### src/rtl/audio_post_chain.sv
// audio_post_chain: output stage of the song player's audio path.
//
// Channel 0 (bass) goes through an EWMA low-pass filter. The result is
// combined with channels 1-3 by a saturating two-input mixer tree. The mix
// then feeds a flanger: a triangle-swept short delay averaged with the dry
// signal. One sample is processed on every rising edge of sample_clk.
//
// Ports:
//   sample_clk    - only clock, one sample per rising edge
//   rst           - asynchronous active-high reset
//   ch0           - signed bass channel, filtered by the EWMA
//   ch1..ch3      - signed channels, mixed unfiltered
//   s_alpha       - unsigned EWMA coefficient (0 holds the filter state)
//   flanger_en    - 1 = flanged output, 0 = dry mix
//   audio_out     - signed registered result
//   flanger_delay - current flanger tap delay in samples
module audio_post_chain #(
  parameter int DATA_BITS   = 12,
  parameter int DELAY_BITS  = 8,
  parameter int SWEEP_SHIFT = 6
) (
  input  logic                  sample_clk,
  input  logic                  rst,
  input  logic [DATA_BITS-1:0]  ch0,
  input  logic [DATA_BITS-1:0]  ch1,
  input  logic [DATA_BITS-1:0]  ch2,
  input  logic [DATA_BITS-1:0]  ch3,
  input  logic [7:0]            s_alpha,
  input  logic                  flanger_en,
  output logic [DATA_BITS-1:0]  audio_out,
  output logic [DELAY_BITS-1:0] flanger_delay
);

  localparam int DEPTH = 1 << DELAY_BITS;
  localparam logic [DELAY_BITS-1:0] D_MIN   = DELAY_BITS'(1);
  localparam logic [DELAY_BITS-1:0] D_MAX   = {DELAY_BITS{1'b1}};
  localparam logic [DELAY_BITS:0]   WC_FULL = {1'b1, {DELAY_BITS{1'b0}}};

  // Exact sum in one extra bit, clamped to the sample range on overflow.
  function automatic logic signed [DATA_BITS-1:0] sat_add(
    input logic signed [DATA_BITS-1:0] a,
    input logic signed [DATA_BITS-1:0] b
  );
    logic signed [DATA_BITS:0] s;
    s = {a[DATA_BITS-1], a} + {b[DATA_BITS-1], b};
    if (s[DATA_BITS] != s[DATA_BITS-1])
      return {s[DATA_BITS], {(DATA_BITS-1){~s[DATA_BITS]}}};
    return s[DATA_BITS-1:0];
  endfunction

  // (a + b) >>> 1 in one extra bit; the halved value always fits.
  function automatic logic signed [DATA_BITS-1:0] half_sum(
    input logic signed [DATA_BITS-1:0] a,
    input logic signed [DATA_BITS-1:0] b
  );
    logic signed [DATA_BITS:0] s;
    s = {a[DATA_BITS-1], a} + {b[DATA_BITS-1], b};
    return s[DATA_BITS:1];
  endfunction

  logic signed [DATA_BITS-1:0] y_p0;
  logic signed [DATA_BITS-1:0] y_next;
  logic signed [DATA_BITS:0]   ewma_diff;
  logic signed [DATA_BITS+9:0] ewma_prod;

  logic signed [DATA_BITS-1:0] m0;
  logic signed [DATA_BITS-1:0] m1;
  logic signed [DATA_BITS-1:0] mix_p0;
  logic signed [DATA_BITS-1:0] tap_p0;
  logic signed [DATA_BITS-1:0] flange_p0;
  logic signed [DATA_BITS-1:0] audio_out_p1;

  logic [DATA_BITS-1:0]   dly_mem [DEPTH];
  logic [DELAY_BITS-1:0]  wp;
  logic [DELAY_BITS-1:0]  rd_addr;
  logic [DELAY_BITS-1:0]  d;
  logic                   d_up;
  logic [DELAY_BITS:0]    wcount;
  logic [SWEEP_SHIFT-1:0] presc;

  // ---- stage p0: EWMA state update ----
  // The floored step keeps y between its old value and ch0, so y_next never
  // leaves the sample range and the truncation to DATA_BITS is exact.
  always_comb begin
    ewma_diff = {ch0[DATA_BITS-1], ch0} - {y_p0[DATA_BITS-1], y_p0};
    ewma_prod = ewma_diff * $signed({1'b0, s_alpha});
    y_next    = y_p0 + ewma_prod[DATA_BITS+7:8];
  end

  always_ff @(posedge sample_clk or posedge rst) begin
    if (rst) y_p0 <= '0;
    else     y_p0 <= y_next;
  end

  // ---- stage p0: mixer tree and flanger (combinational) ----
  always_comb begin
    m0      = sat_add(y_p0, ch1);
    m1      = sat_add(ch2, ch3);
    mix_p0  = sat_add(m0, m1);
    rd_addr = wp - d;
    // Slots not yet written since reset read as silence.
    tap_p0    = (wcount < {1'b0, d}) ? '0 : dly_mem[rd_addr];
    flange_p0 = flanger_en ? half_sum(mix_p0, tap_p0) : mix_p0;
  end

  // Delay line contents are deliberately left unreset; wcount masks stale data.
  always_ff @(posedge sample_clk) begin
    dly_mem[wp] <= mix_p0;
  end

  // Write pointer, fill counter and triangle sweep of the tap delay.
  // The step happens on prescaler rollover, so this edge's write and tap
  // still use the old d.
  always_ff @(posedge sample_clk or posedge rst) begin
    if (rst) begin
      wp     <= '0;
      wcount <= '0;
      presc  <= '0;
      d      <= D_MIN;
      d_up   <= 1'b1;
    end else begin
      wp    <= wp + D_MIN;
      presc <= presc + SWEEP_SHIFT'(1);
      if (wcount != WC_FULL) wcount <= wcount + (DELAY_BITS+1)'(1);
      if (&presc) begin
        if (d_up) begin
          if (d == D_MAX) begin
            d_up <= 1'b0;
            d    <= d - D_MIN;
          end else begin
            d <= d + D_MIN;
          end
        end else begin
          if (d == D_MIN) begin
            d_up <= 1'b1;
            d    <= d + D_MIN;
          end else begin
            d <= d - D_MIN;
          end
        end
      end
    end
  end

  // ---- stage p1: output register ----
  always_ff @(posedge sample_clk or posedge rst) begin
    if (rst) audio_out_p1 <= '0;
    else     audio_out_p1 <= flange_p0;
  end

  assign audio_out     = audio_out_p1;
  assign flanger_delay = d;

endmodule

### config.mk
export PLATFORM = sky130hd
export DESIGN_NAME = audio_post_chain
export DESIGN_NICKNAME = d
export VERILOG_FILES = /design/src/rtl/audio_post_chain.sv
export SDC_FILE = /design/constraint.sdc
export NUM_CORES = 2
export LEC_CHECK = 0
export BUFFER_PORTS_ARGS = -buffer_cell sky130_fd_sc_hd__buf_2
export CORE_MARGIN = 3
export CORE_UTILIZATION = 53
export CTS_CLUSTER_SIZE = 25
export DETAILED_ROUTE_END_ITERATION = 8
export PLACE_DENSITY = 0.68
export RECOVER_POWER = 25
export SLEW_MARGIN = 20
export SYNTH_ARGS = -nofsm -noshare
export SYNTH_HDL_FRONTEND = slang
export SYNTH_SLANG_ARGS = --single-unit
### constraint.sdc
create_clock -name sample_clk -period 26.6 [get_ports sample_clk]
set_input_delay 1.33 -clock sample_clk [delete_from_list [all_inputs] [get_ports sample_clk]]
set_output_delay 1.33 -clock sample_clk [all_outputs]
set_load 0.02 [all_outputs]
======== Word level (Yosys, flattened, before mapping) ========
Memory sizes are Yosys's and may differ from the RTL's.
Index checks and enable logic that the tools add are counted.
operators by class
  $add $sub $neg .......................... 12
  $mul .................................... 1
  $lt $le $gt $ge ......................... 1
  eq/ne operators ......................... 6
  multiplexer cells ....................... 17
  bitwise operators ....................... 3
  reduce and logical (&&, ||, !) cells .... 1
operators with widths
  kind                                                 number
  2-to-1 mux 12 bit                                    8
  adder 12 x 12 -> 13 bit                              4
  2-to-1 mux 8 bit                                     3
  multiplier 13 x 9 -> 20 bit                          1
  adder 8 x 1 -> 8 bit, second input constant          2
  subtractor 12 x 12 -> 13 bit                         1
  adder 12 bit                                         1
  adder 9 x 1 -> 9 bit, second input constant          1
  < comparator 9 x 8 -> 1 bit                          1
  != test 9 bit, second input constant                 1
  equality test 8 x 1 -> 1 bit, second input constant  1
  equality test 8 bit, second input constant           1
  subtractor 8 x 1 -> 8 bit, second input constant     1
  subtractor 8 bit                                     1
  adder 6 x 1 -> 6 bit, second input constant          1
  2-to-1 mux 1 bit                                     6
  AND reduction 6 bit                                  1
  != test 1 bit                                        3
  inverter 1 bit                                       3
storage, ports and cells
  flip-flop bits (word level) ............. 56
  bits in writable memories ............... 3072
  word-level logic and storage cells ...... 49
  memories ................................ 1
memory list
  name     words  bits a word  rd ports  clocked after memory_dff  write ports  RTL line  text
  dly_mem  256    12           1         0                         1            73        logic [DATA_BITS-1:0] dly_mem [DEPTH];

======== Depth between registers and ports, before layout ========
  depth after elaboration ................. 10
  mapped depth ............................ 51

======== Worst setup path before layout ========
No wires, ideal clock.
  path kind ............................... input to register
  from .................................... input ch2[0]
  to ...................................... register audio_out_p1[11], in the netlist audio_out[11]
  arrival time ............................ 19899 ps
  data required time ...................... 26517 ps
  path slack .............................. 6618 ps
  stages .................................. 47
  path buffers ............................ 2
  path through ............................ ha_1 -> inv_1 -> fa_1 -> nor2b_1 -> o21ai_0 -> a21boi_0 -> o21ai_0 -> a21boi_0 -> o21ai_0 -> nand2b_1 -> a21o_1 -> a21oi_1 -> o21a_1 -> a21o_1 -> ha_1 -> inv_1 -> a211o_1 -> clkbuf_1 -> [... 11 more ...] -> a21oi_1 -> xnor2_1 -> ha_1 -> clkbuf_1 -> o21ai_0 -> ha_1 -> nor2b_1 -> o21ai_0 -> a21oi_1 -> o21ai_0 -> a21boi_0 -> o21ai_0 -> a21oi_1 -> o21ai_0 -> nand2_1 -> a2111oi_0 -> a21oi_1 -> a21oi_1
between the ends
  longest elaborated chain between the ends .. 10
  elaborated cells between the ends (all ways) .. 14
RTL lines
  item                                                          RTL line  text
  start, declared                                               26        input logic [DATA_BITS-1:0] ch2,
  adder 12 x 12 -> 13 bit (*)                                   45        s = {a[DATA_BITS-1], a} + {b[DATA_BITS-1], b};
  != test 1 bit / inverter 1 bit (equally long branches)        46, 47
  2-to-1 mux 1 bit / 2-to-1 mux 12 bit (equally long branches)  46        if (s[DATA_BITS] != s[DATA_BITS-1])
  2-to-1 mux 12 bit (*)                                         48        return s[DATA_BITS-1:0];
  adder 12 x 12 -> 13 bit (*)                                   45
  != test 1 bit / inverter 1 bit (equally long branches)        46, 47
  2-to-1 mux 1 bit / 2-to-1 mux 12 bit (equally long branches)  46
  2-to-1 mux 12 bit (*)                                         48
  net mix_p0[2]                                                 68        logic signed [DATA_BITS-1:0] mix_p0;
  adder 12 x 12 -> 13 bit (*)                                   57        s = {a[DATA_BITS-1], a} + {b[DATA_BITS-1], b};
  2-to-1 mux 12 bit (*)                                         103       flange_p0 = flanger_en ? half_sum(mix_p0, tap_p0) : mix_p0;
  net flange_p0[11]                                             70        logic signed [DATA_BITS-1:0] flange_p0;
  end signal, assigned                                          148       else audio_out_p1 <= flange_p0;
  end, declared                                                 71        logic signed [DATA_BITS-1:0] audio_out_p1;
The timed path passes the listed nets; every way through them passes the cells marked *. The select of a mux whose other input is x is not followed.
A chain may end at the register's enable or synchronous reset.

======== Worst setup path in the final report ========
  from .................................... input ch2[0]
  to ...................................... memory dly_mem[131][4], data pin
between the ends
  longest elaborated chain between the ends .. 8
  elaborated cells between the ends (all ways) .. 12
RTL lines
  item                                                          RTL line
  adder 12 x 12 -> 13 bit (*)                                   45
  != test 1 bit / inverter 1 bit (equally long branches)        46, 47
  2-to-1 mux 1 bit / 2-to-1 mux 12 bit (equally long branches)  46
  2-to-1 mux 12 bit (*)                                         48
  adder 12 x 12 -> 13 bit (*)                                   45
  != test 1 bit / inverter 1 bit (equally long branches)        46, 47
  2-to-1 mux 1 bit / 2-to-1 mux 12 bit (equally long branches)  46
  2-to-1 mux 12 bit (*)                                         48
  net mix_p0[4]                                                 68
  end, declared                                                 73
Marked as above.

==> run summary <==
The endpoint of the worst register-to-register path was dly_mem[131][4]. Clock tree synthesis found a total of 3128 sinks. The tools report the root buffer cell as sky130_fd_sc_hd__clkbuf_16.

The startpoint kind of the worst setup timing path was a primary input. The number of clock buffers added by TritonCTS is 326. The kind of end point of the critical path was a flip-flop. The highest cell delay on the worst timing path works out to 1060 ps. Derived from the worst setup path, the maximum achievable clock frequency is 89.4 MHz. In this run, post-CTS repair resized a total of 0 instances. The flow ran to the end, but the final reports show violations.

In the routed design, unresolved DRC markers number 0. The number of max-slew violations in the final report was 135; the average size of a mapped cell was 20.9 um2. The area share of the leading cell type in the synthesized netlist came out at 72.5%.

Post-CTS timing repair inserted 0 buffers for setup. Startpoint of the most critical register-to-register path: y_p0[0]. The cell area after technology mapping is 127000 um2, and the sum of negative setup slack is 0 ps. TritonCTS built the clock tree. For the worst flop-to-flop path, the logic depth is 35. Of all cell types, the one taking the most synthesized area is sky130_fd_sc_hd__edfxtp_1.

The slowest stage of the critical path is the sky130_fd_sc_hd__ha_1 cell. After clock tree synthesis, the clock-pin slew on the worst setup and hold paths is 60 ps. In the final layout, the share of cells above drive strength 1 is 26.0%.

For the final-report hold violation count, the log shows 0. The xor/xnor share of the synthesized area works out to 0.640%. Worst setup path endpoint: dly_mem[131][4]. Port buffering added 78 buffers. In this run, the number of DRC markers left after iteration 0 of detailed routing was 8234. The congestion estimate from routability-driven global placement came to 0.865. Wires add up to 310000 um. Using the TritonRoute via totals, the vias-per-cell ratio works out to 6.40.

The portion of synthesized area spent on multiplexers is 16.8%. 79 I/O pins were placed. Among all flip-flop cells after synthesis, the most frequent one is sky130_fd_sc_hd__edfxtp_1. Summing the areas of all compound-gate instances in the mapped netlist gives 1.62% of the synthesized area.

The layout overhead on the synthesized area was 11.9%. Setup repair after global routing left no endpoint under its margin. Yosys mapped a number of flops with a built-in enable equal to 3072. In the layout the commonest cells are sky130_fd_sc_hd__edfxtp_1 (3072), sky130_fd_sc_hd__mux4_2 (947), sky130_fd_sc_hd__clkbuf_16 (333). The final reports fail on capacitance limit, slew limit.

The adder and majority gate portion of the synthesized area works out to 2.67%. The run gives 68.9 ps as the final worst clock skew. The remaining global-route overflow came out at 0. The most numerous cell type found on the critical path is sky130_fd_sc_hd__a21oi_1.

After Yosys synthesis, and, or, nand and nor cells account for 2.99% of the synthesized area. The critical path data required time was 27190 ps. The total number of vias was 62900; the total global routing track utilization was 25.5%. Buffers inserted to repair hold after CTS numbered 0. The die extent in x is 496 um, and the routed length per placed instance is 31.5 um. The number of nets in the synthesized netlist is 6370. The worst hold path belongs to the class in -> async. The logs give 67 for the post-synthesis cell type count and 6 for the number of optimization iterations in the first detailed-route pass.

Once detailed placement completed, the half-perimeter wirelength came to 179000 um. Counting flops and latches in the post-synthesis netlist gives 3128. The number of synthesis warnings was 0.

After the last flow step, the layout net total stands at 6711. The largest net degree at the start of global routing is 258, and the final critical path time including I/O delays and setup is 11180 ps. The first-pass GRT wire length was 451000 um; the period utilization was 42.0%. The via count of the first global-routing pass was 62900; the count of filler cells inserted in the layout was 16800. The met2 track demand over resource in global routing was 37.9%; the remaining max-slew budget at the tightest pin was -103%. The met1 usage in global routing is 38.3%, and the biggest fanout along the worst timing path is 97. The total core area is 238000 um2, and the worst setup slack for register-to-register paths is 15670 ps.

The library cell used most frequently in the layout, excluding fill and tap cells, is sky130_fd_sc_hd__edfxtp_1. Critical path start-end classification: in -> reg. Counting flops with an async set or reset pin after synthesis yields a share of 1.79%. The run gives 73.6% as the register area share after synthesis.

By area the synthesized netlist is led by sky130_fd_sc_hd__edfxtp_1 (72%), sky130_fd_sc_hd__mux4_2 (17%), sky130_fd_sc_hd__fa_1 (1.3%). The actual slew at the worst max-slew pin is 3050 ps, and the die outline area is 246000 um2. Initial standard-cell utilization of the core: 53.4%. The most critical setup path has its startpoint at ch2[0]. Setup violations remaining at the end of the flow were counted as 0. After synthesis, the largest family of logic cells by area is multiplexers. The data arrival time of the critical path is 11770 ps, and the met3 demand-to-capacity share in global routing is 5.05%.

The number of placement rows is 179, and the CTS H-tree depth is 5. The initial antenna violation count is 10, and the maximum clock insertion buffer count is 4. The post-synthesis cell count is 6090, and the vertical die dimension is 496 um. The max-cap violation count came out at 8.

The clock latency on the worst-skew pair is 950 ps, and the remaining number of nets flagged by the antenna check after routing is 0. In this run the most used layer during global routing was met1.
==> registers in the layout, summed over array words and instances (netlist names) <==
| name | count |
|---|---|
| audio_out | 12 |
| d_up | 1 |
| dly_mem | 3072 |
| flanger_delay | 8 |
| presc | 6 |
| wcount | 9 |
| wp | 8 |
| y_p0 | 12 |
==> synthesized netlist by cell type (54+ instances only) <==
| cell type | instances |
|---|---|
| sky130_fd_sc_hd__xnor2_1 | 72 |
| sky130_fd_sc_hd__edfxtp_1 | 3072 |
| sky130_fd_sc_hd__mux4_2 | 947 |
| sky130_fd_sc_hd__clkbuf_1 | 197 |
| sky130_fd_sc_hd__ha_1 | 136 |
| sky130_fd_sc_hd__buf_2 | 100 |
| sky130_fd_sc_hd__dfrtp_1 | 54 |
| sky130_fd_sc_hd__inv_1 | 193 |
| sky130_fd_sc_hd__a21oi_1 | 69 |
| sky130_fd_sc_hd__nand3_1 | 77 |
| sky130_fd_sc_hd__fa_1 | 85 |
| sky130_fd_sc_hd__o21ai_0 | 89 |
| sky130_fd_sc_hd__nor2_1 | 319 |
| sky130_fd_sc_hd__nand2_1 | 310 |
==> worst min-delay path by stage <==
stage / from / endpoint / slack, ps
3_3_place_gp: presc[4] / presc[4] / 460
2_1_floorplan: presc[4] / presc[4] / 440
3_5_place_dp: presc[4] / presc[4] / 460
5_1_grt: rst / y_p0[9] / 470
6_report: rst / y_p0[9] / 470
4_1_cts: rst / y_p0[9] / 310
==> layer usage <==
metal / up-vias / wire length, um / part of all wire [%]
met4: 4 / 12300 / 4.0
met3: 604 / 31800 / 10
li1: 25600 / - / -
met2: 3247 / 142000 / 46
met1: 33500 / 123000 / 40
met5: - / 14 / 0.0045
==> area by class of cell <==
| class | count | area, um2 | area share (%) |
|---|---|---|---|
| well taps | 3167 | 3960 | 2.78 |
| diodes | 7 | 17.5 | 0.0123 |
| inverters | 193 | 732 | 0.514 |
| clock inverters | 163 | 1350 | 0.950 |
| repair buffers | 326 | 2160 | 1.52 |
| clock buffers | 395 | 8580 | 6.02 |
| multi-input cells | 2456 | 32000 | 22.5 |
| flip-flops and latches | 3128 | 93700 | 65.8 |
==> critical path, delay by kind of cell <==
family | cells | cell delay, ps
AOI/OAI and AO/OA | 22 | 4000
xor gates and xnor gates | 1 | 130
adders and majority gates | 5 | 2360
buffers and inverters | 6 | 2530
and+or+nand+nor | 3 | 1190
==> cell families (layout without fill, tap and decap cells) <==
kind of cell               Yosys count  after routing
AOI/OAI and AO/OA                  319            319
xor gates and xnor gates            93             93
adders and majority gates          221            221
buffers and inverters              506           1077
DFF                               3128           3128
muxes                              952            952
other                                0              7
and+or+nand+nor                    871            871
==> stage by stage <==
stage / area, um2 / std cells / setup slack, ps / hold slack, ps / util (%)
floorplan: 127000 / 6090 / 6620 / 438 / -
global placement: 133000 / 9267 / 14790 / 459 / 55.7
detailed placement: 133000 / 9267 / 14480 / 459 / 55.7
CTS: 143000 / 9825 / 15430 / 309 / 59.9
global route: 142000 / 9833 / 14480 / 469 / 59.8
finish: 142000 / 9835 / 15420 / 471 / 59.8
Power is left out: the tool's default activity adds up to more than one toggle a clock period on the data nets, which glitch-free logic cannot reach.
